## src/rtl/gs_pkg.sv

```systemverilog
// Shared definitions for the grouped update sequencer.
//   state_t  : sequencer FSM states (IDLE, RUN, SNAP, DONE)
//   GRP_W    : width of the group code fed to the update-order decoder
//   GRP0..GRP3, GRP_AUX : group codes understood by the decoder
package gs_pkg;

  localparam int GRP_W = 3;

  typedef enum logic [1:0] {
    ST_IDLE = 2'd0,
    ST_RUN  = 2'd1,
    ST_SNAP = 2'd2,
    ST_DONE = 2'd3
  } state_t;

  localparam logic [GRP_W-1:0] GRP0    = 3'b000;
  localparam logic [GRP_W-1:0] GRP1    = 3'b001;
  localparam logic [GRP_W-1:0] GRP2    = 3'b010;
  localparam logic [GRP_W-1:0] GRP3    = 3'b011;
  localparam logic [GRP_W-1:0] GRP_AUX = 3'b100;

endpackage

```

## src/rtl/grouped_update_sequencer_if.sv

```systemverilog
// Control/status bundle between a run controller and the grouped update
// sequencer.
//   start, stop, num_sweeps : run requests from the controller
//   group_EN, group_valid   : group code and its qualifier for the decoder
//   sample_stb, sweep_cnt   : sweep-boundary strobe and completed sweeps
//   busy, done              : run status
// Modport master = controller side, slave = sequencer side.
interface grouped_update_sequencer_if #(
  parameter int SWEEP_W = 16
) ();
  import gs_pkg::*;

  logic               start;
  logic               stop;
  logic [SWEEP_W-1:0] num_sweeps;
  logic [0:GRP_W-1]   group_EN;
  logic               group_valid;
  logic               sample_stb;
  logic [SWEEP_W-1:0] sweep_cnt;
  logic               busy;
  logic               done;

  modport master (
    output start, stop, num_sweeps,
    input  group_EN, group_valid, sample_stb, sweep_cnt, busy, done
  );

  modport slave (
    input  start, stop, num_sweeps,
    output group_EN, group_valid, sample_stb, sweep_cnt, busy, done
  );

endinterface

```

## src/rtl/dwell_counter.sv

```systemverilog
// Modulo-DWELL_CYCLES counter that times how long one group stays selected.
//   clk, rst : clock and synchronous active-high reset
//   clr      : force the count to 0 (takes priority over en)
//   en       : advance the count this cycle
//   tc       : high in the enabled cycle where the count is DWELL_CYCLES-1
module dwell_counter #(
  parameter int DWELL_CYCLES = 8
) (
  input  logic clk,
  input  logic rst,
  input  logic clr,
  input  logic en,
  output logic tc
);

  localparam int CNT_W = (DWELL_CYCLES > 1) ? $clog2(DWELL_CYCLES) : 1;

  logic [CNT_W-1:0] cnt_q;

  assign tc = en && (cnt_q == CNT_W'(DWELL_CYCLES - 1));

  always_ff @(posedge clk) begin
    if (rst || clr) begin
      cnt_q <= '0;
    end else if (en) begin
      cnt_q <= tc ? '0 : cnt_q + CNT_W'(1);
    end
  end

endmodule

```

## src/rtl/grouped_update_sequencer.sv

```systemverilog
// Drives the group select of the p-bit grouped update-order decoder.
// Each run visits groups 0..NUM_GROUPS-1 (plus the auxiliary group when
// AUX_EN) for DWELL_CYCLES cycles each, then spends one SNAP cycle with a
// readout strobe, and repeats until num_sweeps sweeps are done or a stop
// request has been seen (0 sweeps = run until stopped).
//   clk, rst : clock and synchronous active-high reset
//   bus      : slave side of grouped_update_sequencer_if
// Every output is a flop; the output process computes next-cycle values.
module grouped_update_sequencer
  import gs_pkg::*;
#(
  parameter int NUM_GROUPS   = 4,
  parameter bit AUX_EN       = 1'b1,
  parameter int DWELL_CYCLES = 8,
  parameter int SWEEP_W      = 16
) (
  input logic                      clk,
  input logic                      rst,
  grouped_update_sequencer_if.slave bus
);

  localparam logic [GRP_W-1:0] LAST_COLOUR = GRP_W'(NUM_GROUPS - 1);
  localparam logic [GRP_W-1:0] LAST_GRP    = AUX_EN ? GRP_AUX : LAST_COLOUR;

  state_t             state, state_n;
  logic [GRP_W-1:0]   grp_q, grp_n;
  logic [SWEEP_W-1:0] sweep_q, sweep_n;
  logic [SWEEP_W-1:0] nsw_q, nsw_n;
  logic               stop_q, stop_n;
  logic               valid_q, valid_n;
  logic               stb_q, stb_n;
  logic               busy_q, busy_n;
  logic               done_q, done_n;

  logic dwell_clr, dwell_en, dwell_tc;
  logic at_last;

  function automatic logic [SWEEP_W-1:0] sat_inc(input logic [SWEEP_W-1:0] v);
    return (&v) ? v : v + SWEEP_W'(1);
  endfunction

  // The auxiliary code follows the last colour group; it is only reached
  // when AUX_EN, because otherwise the last colour group ends the sweep.
  function automatic logic [GRP_W-1:0] next_grp(input logic [GRP_W-1:0] g);
    return (g == LAST_COLOUR) ? GRP_AUX : g + GRP_W'(1);
  endfunction

  assign dwell_en  = (state == ST_RUN);
  assign dwell_clr = (state != ST_RUN);
  assign at_last   = (grp_q == LAST_GRP);

  dwell_counter #(
    .DWELL_CYCLES(DWELL_CYCLES)
  ) u_dwell (
    .clk(clk),
    .rst(rst),
    .clr(dwell_clr),
    .en (dwell_en),
    .tc (dwell_tc)
  );

  // State and output registers
  always_ff @(posedge clk) begin
    if (rst) begin
      state   <= ST_IDLE;
      grp_q   <= GRP0;
      sweep_q <= '0;
      nsw_q   <= '0;
      stop_q  <= 1'b0;
      valid_q <= 1'b0;
      stb_q   <= 1'b0;
      busy_q  <= 1'b0;
      done_q  <= 1'b0;
    end else begin
      state   <= state_n;
      grp_q   <= grp_n;
      sweep_q <= sweep_n;
      nsw_q   <= nsw_n;
      stop_q  <= stop_n;
      valid_q <= valid_n;
      stb_q   <= stb_n;
      busy_q  <= busy_n;
      done_q  <= done_n;
    end
  end

  // Next-state logic
  always_comb begin
    state_n = state;
    case (state)
      ST_IDLE: if (bus.start) state_n = ST_RUN;
      ST_RUN:  if (dwell_tc && at_last) state_n = ST_SNAP;
      ST_SNAP: begin
        // sweep_q already holds the incremented count during SNAP
        if (stop_q || ((nsw_q != '0) && (sweep_q == nsw_q))) state_n = ST_DONE;
        else                                                   state_n = ST_RUN;
      end
      ST_DONE: state_n = ST_IDLE;
      default: state_n = ST_IDLE;
    endcase
  end

  // Output / datapath next values
  always_comb begin
    grp_n   = grp_q;
    sweep_n = sweep_q;
    nsw_n   = nsw_q;
    stop_n  = stop_q;
    case (state)
      ST_IDLE: begin
        if (bus.start) begin
          grp_n   = GRP0;
          sweep_n = '0;
          nsw_n   = bus.num_sweeps;
          stop_n  = 1'b0;
        end
      end
      ST_RUN: begin
        stop_n = stop_q | bus.stop;
        if (dwell_tc) begin
          if (at_last) sweep_n = sat_inc(sweep_q);
          else         grp_n   = next_grp(grp_q);
        end
      end
      ST_SNAP: begin
        if (state_n == ST_RUN) grp_n = GRP0;
      end
      default: ;
    endcase
    valid_n = (state_n == ST_RUN);
    stb_n   = (state_n == ST_SNAP);
    done_n  = (state_n == ST_DONE);
    busy_n  = (state_n != ST_IDLE);
  end

  assign bus.group_EN    = grp_q;
  assign bus.group_valid = valid_q;
  assign bus.sample_stb  = stb_q;
  assign bus.sweep_cnt   = sweep_q;
  assign bus.busy        = busy_q;
  assign bus.done        = done_q;

endmodule

```

## src/flat_wrapper.sv

```systemverilog
// flat-port wrapper written by rule: the top's interface ports become plain ports
module grouped_update_sequencer_flat import gs_pkg::*;
#(
  parameter int NUM_GROUPS   = 4,
  parameter bit AUX_EN       = 1'b1,
  parameter int DWELL_CYCLES = 8,
  parameter int SWEEP_W      = 16
)
  (clk, rst, bus_start, bus_stop, bus_num_sweeps, bus_group_EN, bus_group_valid, bus_sample_stb, bus_sweep_cnt, bus_busy, bus_done);
  grouped_update_sequencer_if #(.SWEEP_W(SWEEP_W)) bus_i ();
  input logic clk;
  input logic rst;
  input wire logic [$bits(bus_i.start)-1:0] bus_start;
  input wire logic [$bits(bus_i.stop)-1:0] bus_stop;
  input wire logic [$bits(bus_i.num_sweeps)-1:0] bus_num_sweeps;
  output wire logic [$bits(bus_i.group_EN)-1:0] bus_group_EN;
  output wire logic [$bits(bus_i.group_valid)-1:0] bus_group_valid;
  output wire logic [$bits(bus_i.sample_stb)-1:0] bus_sample_stb;
  output wire logic [$bits(bus_i.sweep_cnt)-1:0] bus_sweep_cnt;
  output wire logic [$bits(bus_i.busy)-1:0] bus_busy;
  output wire logic [$bits(bus_i.done)-1:0] bus_done;
  assign bus_i.start = bus_start;
  assign bus_i.stop = bus_stop;
  assign bus_i.num_sweeps = bus_num_sweeps;
  assign bus_group_EN = bus_i.group_EN;
  assign bus_group_valid = bus_i.group_valid;
  assign bus_sample_stb = bus_i.sample_stb;
  assign bus_sweep_cnt = bus_i.sweep_cnt;
  assign bus_busy = bus_i.busy;
  assign bus_done = bus_i.done;
  grouped_update_sequencer #(.NUM_GROUPS(NUM_GROUPS), .AUX_EN(AUX_EN), .DWELL_CYCLES(DWELL_CYCLES), .SWEEP_W(SWEEP_W)) u_core (.clk(clk), .rst(rst), .bus(bus_i));
endmodule
```

## config.mk

```make
export PLATFORM = sky130hd
export DESIGN_NAME = grouped_update_sequencer_flat
export DESIGN_NICKNAME = d
export VERILOG_FILES = /design/src/rtl/gs_pkg.sv /design/src/rtl/grouped_update_sequencer_if.sv /design/src/rtl/dwell_counter.sv /design/src/rtl/grouped_update_sequencer.sv /design/src/flat_wrapper.sv
export SDC_FILE = /design/constraint.sdc
export NUM_CORES = 1
export LEC_CHECK = 0
export BUFFER_PORTS_ARGS = -buffer_cell sky130_fd_sc_hd__buf_2
export CAP_MARGIN = 10
export CORE_MARGIN = 4
export CORE_UTILIZATION = 30
export CTS_BUF_LIST = sky130_fd_sc_hd__clkbuf_2
export CTS_CLUSTER_SIZE = 40
export DETAILED_ROUTE_END_ITERATION = 16
export MAX_ROUTING_LAYER = met4
export SLEW_MARGIN = 5
export SYNTH_ARGS = -nofsm -noshare
export SYNTH_HDL_FRONTEND = slang
export SYNTH_SLANG_ARGS = --single-unit
```

## constraint.sdc

```tcl
create_clock -name clk -period 2.5 [get_ports clk]
set_clock_uncertainty 0.2 [all_clocks]
set_input_delay 0.25 -clock clk [delete_from_list [all_inputs] [get_ports clk]]
set_output_delay 0.25 -clock clk [all_outputs]
set_load 0.005 [all_outputs]
```

==> impl_metrics.tcl, run 1 <==
set metrics [dict create \
    cts.path.max_buffers 2 \
    cp_max_fo 12 \
    synth-seq-area-share 0.383 \
    min_path_cells 2 \
    drt_wl_total_um 6020 \
    intPower_uw 894 \
    cts_root_buffer "clkbuf_2" \
    place.gp.congestion 0.826 \
    drc_errors 0 \
    vdd_drop_max_mv 0.177 \
    worst_ep_arrival_time_ns 2.43 \
    grt_busiest_layer "met2" \
    fp.dieW_um 96.5 \
    maxCapViolations 0 \
    rows 32 \
    leakage_uw 0.00121 \
    status "completed" \
    cp.required_ns 2.70 \
    synth_top_area_share 0.383 \
    grt.met1_usage 0.179 \
    pin_count 43 \
    antenna_cells 0 \
    coreArea_mm2 0.00769 \
    portBuffers 42 \
    synthesis.nets 297 \
    pwr_density_cell_mw_per_mm2 434 \
    drv_slew 0 \
    dr.first_iter.drc_count 193 \
    vias 2211 \
    nets 355 \
    use_met3 0.0302 \
    cts_tree "yes" \
    grtUsageTotal 0.142 \
    grt_pass1_vias 2056 \
    syn-cell-area_mm2 0.00235 \
    total_power_uw 1250 \
    cp-start-kind "flip-flop" \
    clkTransAtPathRegs_ns 0.26 \
    synth_top_area_cell "dfxtp_1" \
    final.setup.tns_ns 0 \
    fillers 812 \
    antenna_found_initial 0 \
    postSynthAreaPerCell_um2 8.68 \
    grt_start_max_net_pins 26 \
    grt_pass1_wl_um 10100 \
    die_height_um 96.5 \
    drive_gt1_frac 0.197 \
    synth_edf_count 0 \
    yosysMostFrequentCell "nand2_1" \
    wl_per_cell_um 13.9 \
    vias_per_cell 5.12 \
    rsz0062_at_grt "no" \
    slew_headroom 0.350 \
    synth_common_cells "nand2_1 (47), dfxtp_1 (45), a21oi_1 (22)" \
    critPathKind "reg2reg" \
    max_freq_mhz 450 \
    p_switching_uw 353 \
    power_frac_comb 0.134 \
    met2_usage 0.224 \
    clock_sinks 45 \
    initial_core_util 0.306 \
    finalSetupViolCount 0 \
    synthArstFlopShare 0 \
    syn2layout_area_growth_pct 22.2 \
    worstSetupEndpointType "flip-flop" \
    htreeDepth 2 \
    synthFlopType "dfxtp_1" \
    antenna_left 0 \
    swShare 0.283 \
    seqPwrFrac 0.614 \
    hold_viol_final 0 \
    netlist_instances 271 \
    first_pass_iters 4 \
    clk_latency_ns 0.44 \
    ys_ff_latch 45 \
    dieArea_mm2 0.00932 \
    clock_power_share 0.252 \
    dp_hpwl_um 4360 \
    synthDistinctLibCells 52 \
    finalCritPeriodShare 0.890 \
    yosys_warnings 0 \
    period_needed_ns 2.22 \
    hp-class "in2reg" \
    tightest_slew_ns 0.971 \
    grt-ovfl-total 0 \
    cts-buffers-inserted 5 \
    reg2reg_depth 6 \
    ys_top_cells_by_area "dfxtp_1 (38%), nand2_1 (7.5%), xor2_1 (6.0%)" \
]
## power groups by stage
stage          combinational, µW  clock, µW  sequential, µW
2_1_floorplan                109          0             771
3_3_place_gp                 145          0             778
3_5_place_dp                 147          0             779
4_1_cts                      169        330             765
5_1_grt                      194        362             770
6_report                     167        314             765
## path summary, 6_finish.rpt
check	start	to	slack [ns]
min	rst	u_core.bus.sample_stb	0.03
min reg2reg	u_core.u_dwell.cnt_q[0]	u_core.u_dwell.cnt_q[0]	0.25
max	u_core.u_dwell.cnt_q[0]	u_core.bus.sweep_cnt[6]	0.28
max reg2reg	u_core.u_dwell.cnt_q[0]	u_core.bus.sweep_cnt[6]	0.28
## flip-flops by register name, summed over array words and instances, names as in the netlist, 2 cells and up
| name | cells |
|---|---|
| u_core.state | 2 |
| u_core.bus.group_EN | 3 |
| u_core.u_dwell.cnt_q | 3 |
| u_core.nsw_q | 16 |
| u_core.bus.sweep_cnt | 16 |
## cell usage in the layout, fill, tap and decap left out, drive strengths merged, types with 4 or more instances in the layout
cell	synthesis	routed
mux2i	9	9
nand4	5	5
nor2	6	6
clkbuf	7	6
dlygate4sd3	0	18
nor3	5	5
xor2	16	16
dfxtp	45	45
or3	10	10
a21oi	22	22
ha	6	6
nor4	11	11
nand2	47	47
nand2b	6	6
nand3	7	7
o22ai	4	4
buf	5	45
inv	6	6
## what timing repair did
item / in CTS / in global routing
setup endpoints to repair: 0 / 1
hold buffers: 18 / 0
gates resized for setup: 0 / 1
buffers inserted: 0 / 0
endpoints found under the hold margin: 18 / 0
## per-layer routing
layer	wire [µm]	part of all wire
met4	110	0.018
met5	0	0
met3	250	0.042
met1	2800	0.47
met2	2850	0.47
## worst max-delay path: stages (launching register included)
cell      delay (ns)
dfxtp_1         0.39
ha_1            0.16
ha_2            0.24
nand4_4         0.12
a211o_1         0.46
or4_1           0.51
a21boi_1        0.14
## per-stage QoR
stage	cells	setup WS [ns]	util	hold WS, ns	instance area [µm²]
after global routing	432	0.0707	0.374	0.00647	2870
after global placement	406	0.294	0.345	0.220	2650
after CTS	432	0.215	0.373	0.0219	2870
after floorplan	271	0.432	-	0.186	2350
final	432	0.276	0.374	0.0316	2870
after detailed placement	406	0.238	0.345	0.234	2650
## cell families (layout without fill, tap and decap cells)
family / Yosys count / count (layout) / share of synthesized area
mux: 9 / 9 / 0.0383
flops: 45 / 45 / 0.383
simple gates: 120 / 120 / 0.278
xor+xnor: 16 / 16 / 0.0596
compound gates: 57 / 57 / 0.171
fa+ha+maj: 6 / 6 / 0.0319
buf+inv: 18 / 77 / 0.0378
## final cells by class
type                       count  area, µm²  share of cell area
clock inverter                 2       10.0             0.00348
tap                          102        128              0.0444
sequential                    45        901               0.314
clock buffer                   6       30.0              0.0105
inverter                       6       22.5             0.00784
multi-input combinational    208       1370               0.476
timing repair buffer          63        413               0.144
(Power assumes the default switching activity.)
==> inputs of run 2 (changes only) <==
- clock period: 2.5 -> 2.05 ns (I/O delays scaled with it)
==> run 2 against run 1 <==
Net effect: maximum frequency increased by 11%; largest cell class unchanged; setup slack got worse by 0.23 ns; highest routed layer unchanged; non-clock buffer count increased by 24; largest power group unchanged.
==> impl_metrics.tcl, run 2 (synthesis results as in run 1) <==
set metrics [dict create \
    cp.required_ns 2.23 \
    finalSetupViolCount 0 \
    syn2layout_area_growth_pct 33.7 \
    portBuffers 42 \
    leakage_uw 0.00133 \
    dp.cells 428 \
    cp-start-kind "flip-flop" \
    nets 380 \
    grtUsageTotal 0.148 \
    coreArea_mm2 0.00769 \
    hold_viol_final 0 \
    dr.first_iter.drc_count 105 \
    critPathKind "reg2reg" \
    vdd_drop_max_mv 0.269 \
    r2r_start "u_core.u_dwell.cnt_q[0]" \
    max_freq_mhz 499 \
    die_height_um 96.5 \
    clk_latency_ns 0.42 \
    cts-buffers-inserted 5 \
    rows 32 \
    slew_headroom 0.686 \
    dp_hpwl_um 4770 \
    maxCapViolations 0 \
    wl_per_cell_um 14.0 \
    tightest_slew_ns 0.470 \
    finalCritPeriodShare 0.977 \
    antenna_found_initial 0 \
    worstSetupEndpointType "flip-flop" \
    vias 2287 \
    worst_ep_arrival_time_ns 2.18 \
    hp-class "reg2reg" \
    antenna_left 0 \
    startpoint "u_core.u_dwell.cnt_q[0]" \
    final_cell_count_no_fill 456 \
    drive_gt1_frac 0.274 \
    antenna_cells 0 \
    place.gp.congestion 0.921 \
    dieArea_mm2 0.00932 \
    drc_errors 0 \
    initial_core_util 0.306 \
    cts.path.max_buffers 2 \
    drt_wl_total_um 6380 \
    pwr_density_cell_mw_per_mm2 482 \
    status "completed" \
    fillers 826 \
    htreeDepth 2 \
    clkTransAtPathRegs_ns 0.24 \
    grt_pass1_wl_um 10500 \
    pin_count 43 \
    first_pass_iters 4 \
    vias_per_cell 5.02 \
    layout_common_cells "nand2_1 (47), buf_2 (42), dfxtp_1 (40)" \
    design_area_mm2 0.00314 \
    final_common_cell "nand2_1" \
    grt_start_max_net_pins 25 \
    cp_max_fo 6 \
    total_power_uw 1510 \
    cts_root_buffer "clkbuf_2" \
    whs_ns 0.262 \
    cts_tree "yes" \
    grt-ovfl-total 0 \
    grt_pass1_vias 2233 \
    clock_sinks 45 \
    drv_slew 0 \
    min-delay-start "u_core.u_dwell.cnt_q[0]" \
    fp.dieW_um 96.5 \
    dpl_cell_area_mm2 0.00282 \
    rsz0062_at_grt "yes" \
    period_needed_ns 2.00 \
]
run 2: layout make-up:
class	instances	area, µm²	share of cell area
Multi-Input combinational cell	209	1460	0.463
Tap cell	102	128	0.0406
Inverter	6	22.5	0.00716
Sequential cell	45	907	0.288
Timing Repair Buffer	87	596	0.189
Clock inverter	2	11.3	0.00358
Clock buffer	5	25.0	0.00796
run 2: power breakdown:
part	internal (µW)	switching, µW	total, µW
Sequential	905	25.1	930
Clock	73.4	288	361
Combinational	111	113	224
run 2: routing by layer:
metal / part of all wire / GRT usage
met1: 0.46 / 0.187
met2: 0.48 / 0.242
met3: 0.040 / 0.0256
met4: 0.014 / 0.0432
met5: 0 / -
run 2: timing repair:
action	in CTS	in global routing
hold buffers	19	0
endpoints found under the setup margin	6	6
buffers inserted	1	0
resized for setup	9	7
cloned	1	0
hold endpoints to repair	22	0
pin swaps	4	0
run 2: per-stage QoR:
stage / worst slack [ns] / setup TNS [ns] / util
2_1_floorplan: 0.0123 / 0 / -
3_3_place_gp: -0.0642 / -0.0705 / 0.367
3_5_place_dp: -0.130 / -0.236 / 0.367
4_1_cts: 0.0191 / 0 / 0.404
5_1_grt: -0.0181 / -0.0418 / 0.409
6_report: 0.0477 / 0 / 0.409
run 2: critical path, cell delays in order, from the launching register on:
cell,delay (ns)
dfxtp_2,0.40
ha_4,0.14
ha_4,0.14
nand4_4,0.11
a211o_4,0.38
or4_1,0.47
a21boi_1,0.14
run 2: worst paths after layout:
check / depth (start not counted) / to / slack (ns)
worst max-delay path: 6 / u_core.bus.sweep_cnt[6] / 0.05
worst min-delay path: 1 / u_core.u_dwell.cnt_q[0] / 0.26
worst max register to register: 6 / u_core.bus.sweep_cnt[6] / 0.05
worst min register to register: 1 / u_core.u_dwell.cnt_q[0] / 0.26
